**config.mk**
```make
export PLATFORM = sky130hd
export DESIGN_NAME = shifter_seq_n
export DESIGN_NICKNAME = d
export VERILOG_FILES = /design/src/rtl/shifter_seq_n.sv
export SDC_FILE = /design/constraint.sdc
export NUM_CORES = 1
export LEC_CHECK = 0
export BUFFER_PORTS_ARGS = -buffer_cell sky130_fd_sc_hd__buf_2
export CAP_MARGIN = 40
export CORE_MARGIN = 4
export CORE_UTILIZATION = 45
export CTS_CLUSTER_SIZE = 40
export DETAILED_ROUTE_END_ITERATION = 7
export HOLD_SLACK_MARGIN = 0.1
export PLACE_DENSITY = 0.73
export SYNTH_ARGS = -nofsm -noshare
export SYNTH_HDL_FRONTEND = slang
export SYNTH_SLANG_ARGS = --single-unit
```
**constraint.sdc**
```tcl
create_clock -name clk -period 2.5 [get_ports clk]
set_input_delay 0.75 -clock clk [delete_from_list [all_inputs] [get_ports clk]]
set_output_delay 0.75 -clock clk [all_outputs]
set_load 0.02 [all_outputs]
```
**src/rtl/shifter_seq_n.sv**
```systemverilog
// shifter_seq_n: sequential shift/rotate register, one bit per clock, with start/busy/done handshake.
module shifter_seq_n #(
   parameter int WIDTH = 8,
   localparam int SW = $clog2(WIDTH)
) (
   input  logic             clk,
   input  logic             reset_n,
   input  logic             start,
   input  logic [2:0]       op,
   input  logic [SW-1:0]    shamt,
   input  logic [WIDTH-1:0] d,
   output logic [WIDTH-1:0] q,
   output logic             carry,
   output logic             busy,
   output logic             done
);
   typedef enum logic [1:0] {IDLE, RUN, DONE} state_t;
   localparam logic [2:0] OP_LOAD = 3'b001, OP_LSL = 3'b010, OP_LSR = 3'b011,
                          OP_ASR = 3'b100, OP_ROL = 3'b101, OP_ROR = 3'b110, OP_CLR = 3'b111;
   state_t state, state_nxt;
   logic [WIDTH-1:0] q_nxt;
   logic carry_nxt;
   logic [SW-1:0] count, count_nxt;
   logic [2:0] op_r, op_nxt;
   logic is_shift;
   assign is_shift = op >= OP_LSL && op <= OP_ROR;
   always_ff @(posedge clk or negedge reset_n) begin
      if (!reset_n) begin
         state <= IDLE;
         q     <= '0;
         carry <= 1'b0;
         count <= '0;
         op_r  <= '0;
         busy  <= 1'b0;
         done  <= 1'b0;
      end else begin
         state <= state_nxt;
         q     <= q_nxt;
         carry <= carry_nxt;
         count <= count_nxt;
         op_r  <= op_nxt;
         busy  <= state_nxt == RUN;
         done  <= state_nxt == DONE;
      end
   end
   always_comb begin
      state_nxt = state;
      q_nxt     = q;
      carry_nxt = carry;
      count_nxt = count;
      op_nxt    = op_r;
      if (state == RUN) begin
         case (op_r)
            OP_LSL:  {carry_nxt, q_nxt} = {q, 1'b0};
            OP_LSR:  {q_nxt, carry_nxt} = {1'b0, q};
            OP_ASR:  {q_nxt, carry_nxt} = {q[WIDTH-1], q};
            OP_ROL:  {carry_nxt, q_nxt} = {q, q[WIDTH-1]};
            OP_ROR:  {q_nxt, carry_nxt} = {q[0], q};
            default: ;
         endcase
         count_nxt = count - SW'(1);
         if (count == SW'(1)) state_nxt = DONE;
      end else begin
         state_nxt = IDLE;
         if (start) begin
            // a shift of zero collapses into a single-cycle no-op
            if (is_shift && shamt != '0) begin
               state_nxt = RUN;
               op_nxt    = op;
               count_nxt = shamt;
            end else begin
               state_nxt = DONE;
               if (op == OP_LOAD) {q_nxt, carry_nxt} = {d, 1'b0};
               if (op == OP_CLR)  {q_nxt, carry_nxt} = '0;
            end
         end
      end
   end
endmodule

```
### Yosys cells after proc, flatten, opt, wreduce, memory -nomap -nowiden

Index checks and enable logic that the tools add are counted.

* register bits: 19
* latch bits: 0
* bits in writable memories: 0
* memory bits (read-only): 0
* bits of input ports: 17
* output and inout bits: 11
* logic and storage cells: 60
* memories kept: 0

* add/sub/neg operators: 1
* multipliers: 0
* div/mod/pow operators: 0
* order comparisons: 2
* equality and inequality tests: 16
* shift-type cells: 0
* multiplexer cells: 19
* bitwise logic cells: 1
* reduce and logical (&&, ||, !) cells: 13

Operator list (number)
* two-way mux 8 bit: 5
* case mux 8 bit (5 select lines): 1
* equality test 3 bit, second input constant: 4
* two-way mux 3 bit: 3
* two-way mux 2 bit: 4
* AND reduction 4 bit: 2
* equality test 3 x 1 -> 1 bit, second input constant: 2
* equality test 3 x 2 -> 1 bit, second input constant: 2
* inequality test 6 x 1 -> 1 bit, second input constant: 1
* nonzero test 3 bit: 2
* two-way mux 1 bit: 5
* inequality test 5 x 1 -> 1 bit, second input constant: 1
* AND reduction 5 bit: 1
* equality test 2 x 1 -> 1 bit, second input constant: 2
* inequality test 2 bit, second input constant: 2
* nonzero test 2 bit: 2
* >= comparator 3 x 2 -> 1 bit, second input constant: 1
* <= comparator 3 bit, second input constant: 1
* inequality test 3 bit, second input constant: 1
* AND reduction 3 bit: 1
* OR reduction 3 bit: 1
* subtractor 3 x 1 -> 3 bit, second input constant: 1
* equality test 2 bit, second input constant: 1
* logical AND 1 bit: 2
* other kinds (4): 4

### Depth between registers and ports, before layout

Gate-level depths: netlist of run 1.

* depth in word-level cells: 7
* depth in mapped cells: 6
* depth with buffers taken out: 5

### Least setup slack after synthesis of run 1

OpenSTA, ideal clock, no wires.

* kind: input to register
* start: input op[2]
* end: register op_r[0]
* setup time: 0.125 ns
* data arrival time: 1.765 ns
* required time: 2.375 ns
* slack: 0.610 ns
* stages: 5
* path buffers: 1
* cell sequence: and3_1 -> nor3_2 -> and3_1 -> buf_2 -> mux2_2

* word-level cells in the longest chain between the ends: 4
* elaborated cells on any way between the ends: 5
* those cells by class: 2 x order compare; 3 x reduce/logical

RTL lines
* start, declared: RTL line 9 `input logic [2:0] op,`
* >= comparator 3 x 2 -> 1 bit / <= comparator 3 bit (equally long branches): RTL line 26 `assign is_shift = op >= OP_LSL && op <= OP_ROR;`
* logical AND 1 bit *: RTL line 26
* logical AND 1 bit *: RTL line 67 `if (is_shift && shamt != '0) begin`
* AND reduction 3 bit (no source line) *
* end signal, assigned: RTL line 41 `op_r <= op_nxt;`
* end, declared: RTL line 24 `logic [2:0] op_r, op_nxt;`

Every way passes the cells marked *; elsewhere a longest branch is shown, timed or not.
A chain may end at the register's enable or synchronous reset.

### Worst setup path in the final report of run 1

* start: register op_r[2]
* end: register q[1]

* word-level cells in the longest chain between the ends: 3
* elaborated cells on any way between the ends: 9
* those cells by class: 6 x eq/ne; 2 x mux; 1 x reduce/logical

RTL lines
* equality test 3 bit / equality test 3 x 2 -> 1 bit (equally long branches): RTL line 53 `case (op_r)`
* inequality test 6 x 1 -> 1 bit (no source line) / case mux 8 bit (5 select lines) (equally long branches)
* AND reduction 4 bit (no source line) / two-way mux 8 bit (equally long branches)
* end signal, assigned: RTL line 38 `q <= q_nxt;`
* end, declared: RTL line 12 `output logic [WIDTH-1:0] q,`

Several ways; a longest one is shown, not always the timed one.

==> results.txt, run 1 <==
----------------------------------------------------
[Final layout]
  Syn-to-layout area delta ... 13.78%
  Most common cell after layout, fill and taps aside ... buf_2
  Antenna fix cells ... 0
  Fill cell count ... 237
  Final nets ... 183
  Share of layout cells above drive strength 1 ... 28.83%
  Commonest non-fill, non-tap cells in the layout ... buf_2, dfrtp_1, nand2_1
  Design Area, Final ... 0.001436 mm2
  Post-Route Utilization ... 55.95%

[Power]
  Switching power as a share of total power ... 47.37%
  Share of total power in the clock network ... 8.1%
  Combinational fraction of design power ... 56.0%
  Worst vdd rail ir drop ... 0.8039 mV
  Switching power of the nets ... 916.4 uW
  Design internal power ... 1018 uW
  Cell leakage power ... 0.0006290 uW
  Ratio of total power to cell area ... 1347 mW/mm2
  Reg power frac ... 35.9%

[Placed design]
  Number of buffers added on ports ... 27
  Pre-CTS worst setup slack ... 0.3719 ns
  Placer's final routability congestion estimate ... 0.7868
  Placement-stage cell area ... 0.001410 mm2
  HPWL after DPL ... 2.100 mm

[Clock network]
  Bufs on Longest Clock Path ... 2
  Clock sink total ... 19
  Clock tree from TritonCTS ... done
  Clk Latency, worst-skew pair ... 0.30 ns
  Count of hold buffers inserted by post-cts repair ... 0
  Number of resized instances in the post-cts repair step ... 0
  Clock H-tree levels ... 1
  Cell at the root of the clock tree ... clkbuf_4
  Setup Fix Bufs, Post-CTS ... 0
  Cts bufs inserted ... 3
  Clock slew at the register clock pins of the worst setup and hold paths ... 0.11 ns

[STA]
  Highest attainable clock frequency ... 500.8 MHz
  Setup repair after global routing missed its margin ... false
  Total count of max-transition violations in the final report ... 0
  Final hold vios ... 0
  Final setup violating endpoints ... 0
  Sum Neg Setup Slack ... 0 ns
  Final worst path period need ... 1.997 ns
  Relative slew slack ... 57.34%
  Worst Max-Slew Pin Slew ... 0.6399 ns
  Worst Clk Skew ... 0.006267 ns
  Post-route setup slack ... 0.5033 ns
  Final worst path period share ... 79.87%

[Die]
  Initial standard-cell utilization of the core ... 49.17%
  Floorplan row count ... 18
  Total I/O pin count ... 28
  Width of the chip ... 60.97 um
  Vertical die dimension ... 60.97 um
  Die area ... 0.003717 mm2
  Std-Cell Core Area ... 0.002567 mm2

[Global route]
  Number of antenna violations at the first check in global routing ... 0
  Vias in the first global route ... 1070
  Wire length of the first global-routing pass ... 4.629 mm
  Largest net degree at the start of global routing ... 24
  Grt total ovfl ... 0
  GR Util All Layers ... 16.48%

[Routing]
  Count of TritonRoute iterations in the first routing pass ... 5
  Number of remaining DRC errors ... 0
  Overall via count from detail_route ... 1142
  Drt initial violations ... 49
  Average via count per standard cell ... 5.917
  Remaining antenna violation count ... 0
  Wire per inst ... 14.73 um
  Final wirelength ... 2.843 mm

[Synth]
  Count of flip-flops with a built-in enable after synthesis ... 0
  Post-synthesis instance total ... 138
  Mean instance size in the synthesized netlist ... 9.148 um2
  Async set or reset register ratio after synthesis ... 100.0%
  Flip-flop cell with the highest count after synthesis ... dfrtp_1
  Yosys warning count ... 0
  Netlist cell types ... 37
  Share of synthesized area occupied by flip-flops and latches ... 37.66%
  Synthesized net count ... 157
  Flops & latches, synth ... 19
  Syn Std Cell Area ... 0.001262 mm2

[Critical path]
  Endpoint class of the critical path ... register
  Max Fanout on Critical Path ... 23
  Crit-path slowest cell ... dfrtp_1
  Critical Path, Cell by Cell ... and3_1 > nor3_2 > or2_1 > a31oi_1
  Slowest cell delay on critical path ... 0.63 ns
  Worst path arrival time ... 2.17 ns
  Worst path required time ... 2.67 ns
  Category of the worst setup path launch point ... register
  Type of the worst setup path ... reg2reg

[Job]
  Number of maximum-capacitance violations ... 0

[Outcome]
  Result of the run ... completed

[Hold path]
  Hold WC Path Type ... in2async

----------------------------------------------------
## final timing paths
| path | start | endpoint | slack [ns] | cells after the start |
|---|---|---|---|---|
| setup / recovery | op_r[2] | q[1] | 0.50 | 4 |
| hold / removal | reset_n | op_r[0] | 0.37 | 1 |
| setup reg to reg | op_r[2] | q[1] | 0.50 | 4 |
| hold reg to reg | carry | carry | 0.54 | 2 |
| max in group asynchronous | reset_n | q[1] | 1.84 | 1 |
| min in group clk | carry | carry | 0.54 | 2 |
## power groups by stage
stage / clock network, uW / logic [uW] / registers, uW
floorplan: 0 / 819 / 693
global placement: 0 / 1060 / 688
detailed placement: 0 / 1090 / 694
CTS: 161 / 1090 / 689
global route: 173 / 1190 / 723
finish: 156 / 1080 / 695
## synth_stat cells, types with 2 or more instances
master	instances	area share, %
dfrtp_1	19	38
nand2_1	17	5.1
mux2_2	10	8.9
a21oi_1	9	3.6
a31oi_1	8	4.0
nor3_1	8	3.2
o21ai_0	8	3.2
buf_2	5	2.0
mux2i_1	5	4.0
and3_1	3	1.5
inv_1	3	0.89
nand2b_1	3	1.5
nand3_1	3	1.2
nand3b_1	3	1.8
nor2_1	3	0.89
a211oi_1	2	1.2
clkbuf_1	2	0.59
ha_1	2	2.0
nand4b_1	2	1.4
nor3_2	2	1.6
nor3b_1	2	1.2
o211ai_1	2	1.2
o21bai_1	2	1.2
o2bb2ai_1	2	1.4
## layout make-up
cell class	instances	area, um2	area share (%)
Tap cell	30	37.54	2.613
Multi-Input combinational cell	107	728.2	50.70
Inverter	3	11.26	0.7840
Clock buffer	4	26.28	1.829
Sequential cell	19	475.5	33.10
Timing Repair Buffer	30	157.7	10.98
## cells by family (layout without fill, tap and decap cells)
family / after synthesis / after routing / synth area share (%)
AO/OA/AOI/OAI: 37 / 37 / 19.13
multiplexers: 15 / 15 / 12.88
buffers and inverters: 12 / 37 / 4.658
AND/OR/NAND/NOR: 52 / 52 / 22.99
adder cells (fa/ha/maj): 2 / 2 / 1.982
XOR/XNOR: 1 / 1 / 0.6939
flip-flops: 19 / 19 / 37.66
## per-stage QoR
step	cells	hold WS, ns	power (uW)
2_1_floorplan	138	0.4544	1513
3_3_place_gp	189	0.5120	1750
3_5_place_dp	189	0.5166	1783
4_1_cts	193	0.3840	1941
5_1_grt	193	0.3999	2090
6_report	193	0.3658	1935
## state kept, by name (all words and copies together), names as in the netlist
register  cells
carry         1
op_r          3
busy          1
count         3
state         2
q             8
done          1
## routing by layer
layer | global-route usage (%) | wire length, um
met5 | 0 | 0
met4 | 5.263 | 42
met3 | 4.468 | 183
met2 | 27.33 | 1355
met1 | 20.87 | 1261
## worst max-delay path, delay by kind of cell (launching register included)
| family | cells | cell delay (ns) |
|---|---|---|
| and+or+nand+nor | 3 | 1.10 |
| AOI/OAI and AO/OA | 1 | 0.14 |
| DFF | 1 | 0.63 |
Power figures use the tool's default switching activity.
==> inputs of run 2 (changes only) <==
Clock period 2.5 ns to 1.9 ns, I/O delays scaled along.
==> run 2 against run 1 <==
  * Register-to-register slack lost 0.20 ns
  * Setup slack got worse by 0.20 ns
  * Combinational power up 41%
  * Critical path depth did not move
  * Clock skew down 0.00057 ns
  * Power grew 35%
  * Sequential power is 27% higher
  * Die area did not move
  * Global-route usage up 1.4 points
  * Clock power is 35% higher
  * Sequential share of layout area shrank 0.68 points
==> results.txt, run 2 (synthesis gave the netlist of run 1 again) <==
----------------------------------------------------
[Die]
  Initial standard-cell utilization of the core ... 49.17% (unchanged)
  Vertical die dimension ... 60.97 um (unchanged)
  Die area ... 0.003717 mm2 (unchanged)
  Total I/O pin count ... 28 (unchanged)
  Floorplan row count ... 18 (unchanged)
  Width of the chip ... 60.97 um (unchanged)
  Std-Cell Core Area ... 0.002567 mm2 (unchanged)

[Routing]
  Remaining antenna violation count ... 0 (unchanged)
  Average via count per standard cell ... 5.812 (-1.8%)
  Overall via count from detail_route ... 1145 (+0.26%)
  Final wirelength ... 2.987 mm (+5.1%)
  Count of TritonRoute iterations in the first routing pass ... 4 (-1)
  Number of remaining DRC errors ... 0 (unchanged)
  Wire per inst ... 15.16 um (+2.9%)
  Drt initial violations ... 39 (-20%)

[Clock network]
  Number of resized instances in the post-cts repair step ... 0 (unchanged)
  Clock tree from TritonCTS ... done
  Bufs on Longest Clock Path ... 2 (unchanged)
  Cts bufs inserted ... 3 (unchanged)
  Setup Fix Bufs, Post-CTS ... 0 (unchanged)
  Clock sink total ... 19 (unchanged)
  Clock slew at the register clock pins of the worst setup and hold paths ... 0.11 ns (about the same)
  Count of hold buffers inserted by post-cts repair ... 0 (unchanged)
  Clk Latency, worst-skew pair ... 0.30 ns (about the same)
  Cell at the root of the clock tree ... clkbuf_4
  Clock H-tree levels ... 1 (unchanged)

[Critical path]
  Critical Path, Cell by Cell ... nand2_1 > mux2_2 > o21ai_0 > a31oi_1
  Slowest cell delay on critical path ... 0.59 ns (-0.04 ns)
  Category of the worst setup path launch point ... register
  Max Fanout on Critical Path ... 13 (-43%)
  Type of the worst setup path ... reg2reg
  Flop2flop setup slack ... 0.30 ns (-0.20 ns)
  Source of the critical timing path ... op_r[0]
  Endpoint class of the critical path ... register
  Worst flop-to-flop path startpoint ... op_r[0]
  Worst path required time ... 2.07 ns (-0.60 ns)
  Crit-path slowest cell ... dfrtp_1
  Worst path arrival time ... 1.77 ns (-0.40 ns)

[STA]
  Worst Clk Skew ... 0.005700 ns (-0.0005662 ns)
  Post-route setup slack ... 0.3005 ns (-0.2027 ns)
  Final worst path period need ... 1.599 ns (-0.3973 ns)
  Highest attainable clock frequency ... 625.2 MHz (+25%)
  Total count of max-transition violations in the final report ... 0 (unchanged)
  Final hold vios ... 0 (unchanged)
  Final worst path period share ... 84.18% (+4.3 points)
  Relative slew slack ... 71.72% (+14 points)
  Worst Max-Slew Pin Slew ... 0.4241 ns (-0.2157 ns)
  Setup repair after global routing missed its margin ... false
  Final setup violating endpoints ... 0 (unchanged)
  Sum Neg Setup Slack ... 0 ns (unchanged)

[Power]
  Overall power of the completed layout ... 2616 uW (+35%)
  Ratio of total power to cell area ... 1784 mW/mm2 (+32%)
  Worst vdd rail ir drop ... 0.9267 mV (+15%)
  Cell leakage power ... 0.0006485 uW (+3.1%)

[Final layout]
  Most common cell after layout, fill and taps aside ... buf_2
  Final nets ... 187 (+2.2%)
  Commonest non-fill, non-tap cells in the layout ... buf_2, dfrtp_1, nand2_1
  Syn-to-layout area delta ... 16.15%
  Antenna fix cells ... 0 (unchanged)
  Biggest regs ... q x8, count x3, op_r x3
  Final standard cell count with taps included and fillers excluded ... 197 (+2.1%)
  Largest reg by FF count ... q
  Share of layout cells above drive strength 1 ... 30.54% (+1.7 points)
  Flip-flop count of the largest register, all copies and words added ... 8 (unchanged)

[Global route]
  Grt total ovfl ... 0 (unchanged)
  Largest net degree at the start of global routing ... 20 (-17%)
  Wire length of the first global-routing pass ... 4.912 mm (+6.1%)
  Number of antenna violations at the first check in global routing ... 0 (unchanged)
  Vias in the first global route ... 1091 (+2.0%)
  GR Util All Layers ... 17.92% (+1.4 points)

[Placed design]
  Placer's final routability congestion estimate ... 0.7864 (about the same)
  Cells after DPL ... 193 (+2.1%)
  Pre-CTS worst setup slack ... 0.005894 ns (-0.3660 ns)
  Number of buffers added on ports ... 27 (unchanged)
  HPWL after DPL ... 2.204 mm (+5.0%)

[Job]
  Number of maximum-capacitance violations ... 0 (unchanged)

[Outcome]
  Result of the run ... completed

[Hold path]
  Hold WC Path Type ... in2async

----------------------------------------------------
run 2: changes by cell type in the layout (fill, tap and decap cells not counted), sizes merged:
cell,previous run,this run
buf,30,34
run 2: final timing paths:
kind / end / depth (start not counted)
max in group asynchronous: op_r[1] / 1
setup / recovery: q[5] / 4
min in group clk: count[2] / 3
hold / removal: carry / 1
hold reg to reg: carry / 2
setup reg to reg: q[5] / 4
run 2: cell type report:
class,instances,area (um2)
Tap cell,30,37.54
Inverter,3,11.26
Timing Repair Buffer,34,187.7
Sequential cell,19,475.5
Multi-Input combinational cell,107,728.2
Clock buffer,4,26.28
Fill cell,251,1101
run 2: worst max-delay path: cells and delay by family, from the launching register on:
family,cells,cell delay (ns)
simple gates,1,0.28
mux,1,0.33
compound gates,2,0.27
flops,1,0.59
run 2: through the flow:
stage / hold WS, ns / area, um2 / util (%)
detailed placement: 0.5262 / 1440 / 56.09
CTS: 0.1976 / 1466 / 57.12
floorplan: 0.2744 / 1262 / -
finish: 0.1852 / 1466 / 57.12
global route: 0.1991 / 1466 / 57.12
global placement: 0.5193 / 1440 / 56.09
run 2: power by group:
group,switching (uW),internal [uW]
combinational,827,695
clock,129,81.8
sequential,276,608
run 2: per-layer routing:
layer / up-vias / GRT usage [%] / share of wire (%)
met1: 554 / 22.64 / 45
met5: - / 0 / 0
met2: 26 / 30.23 / 50
met4: 0 / 7.740 / 0.57
met3: 2 / 2.766 / 4.5
li1: 563 / - / -
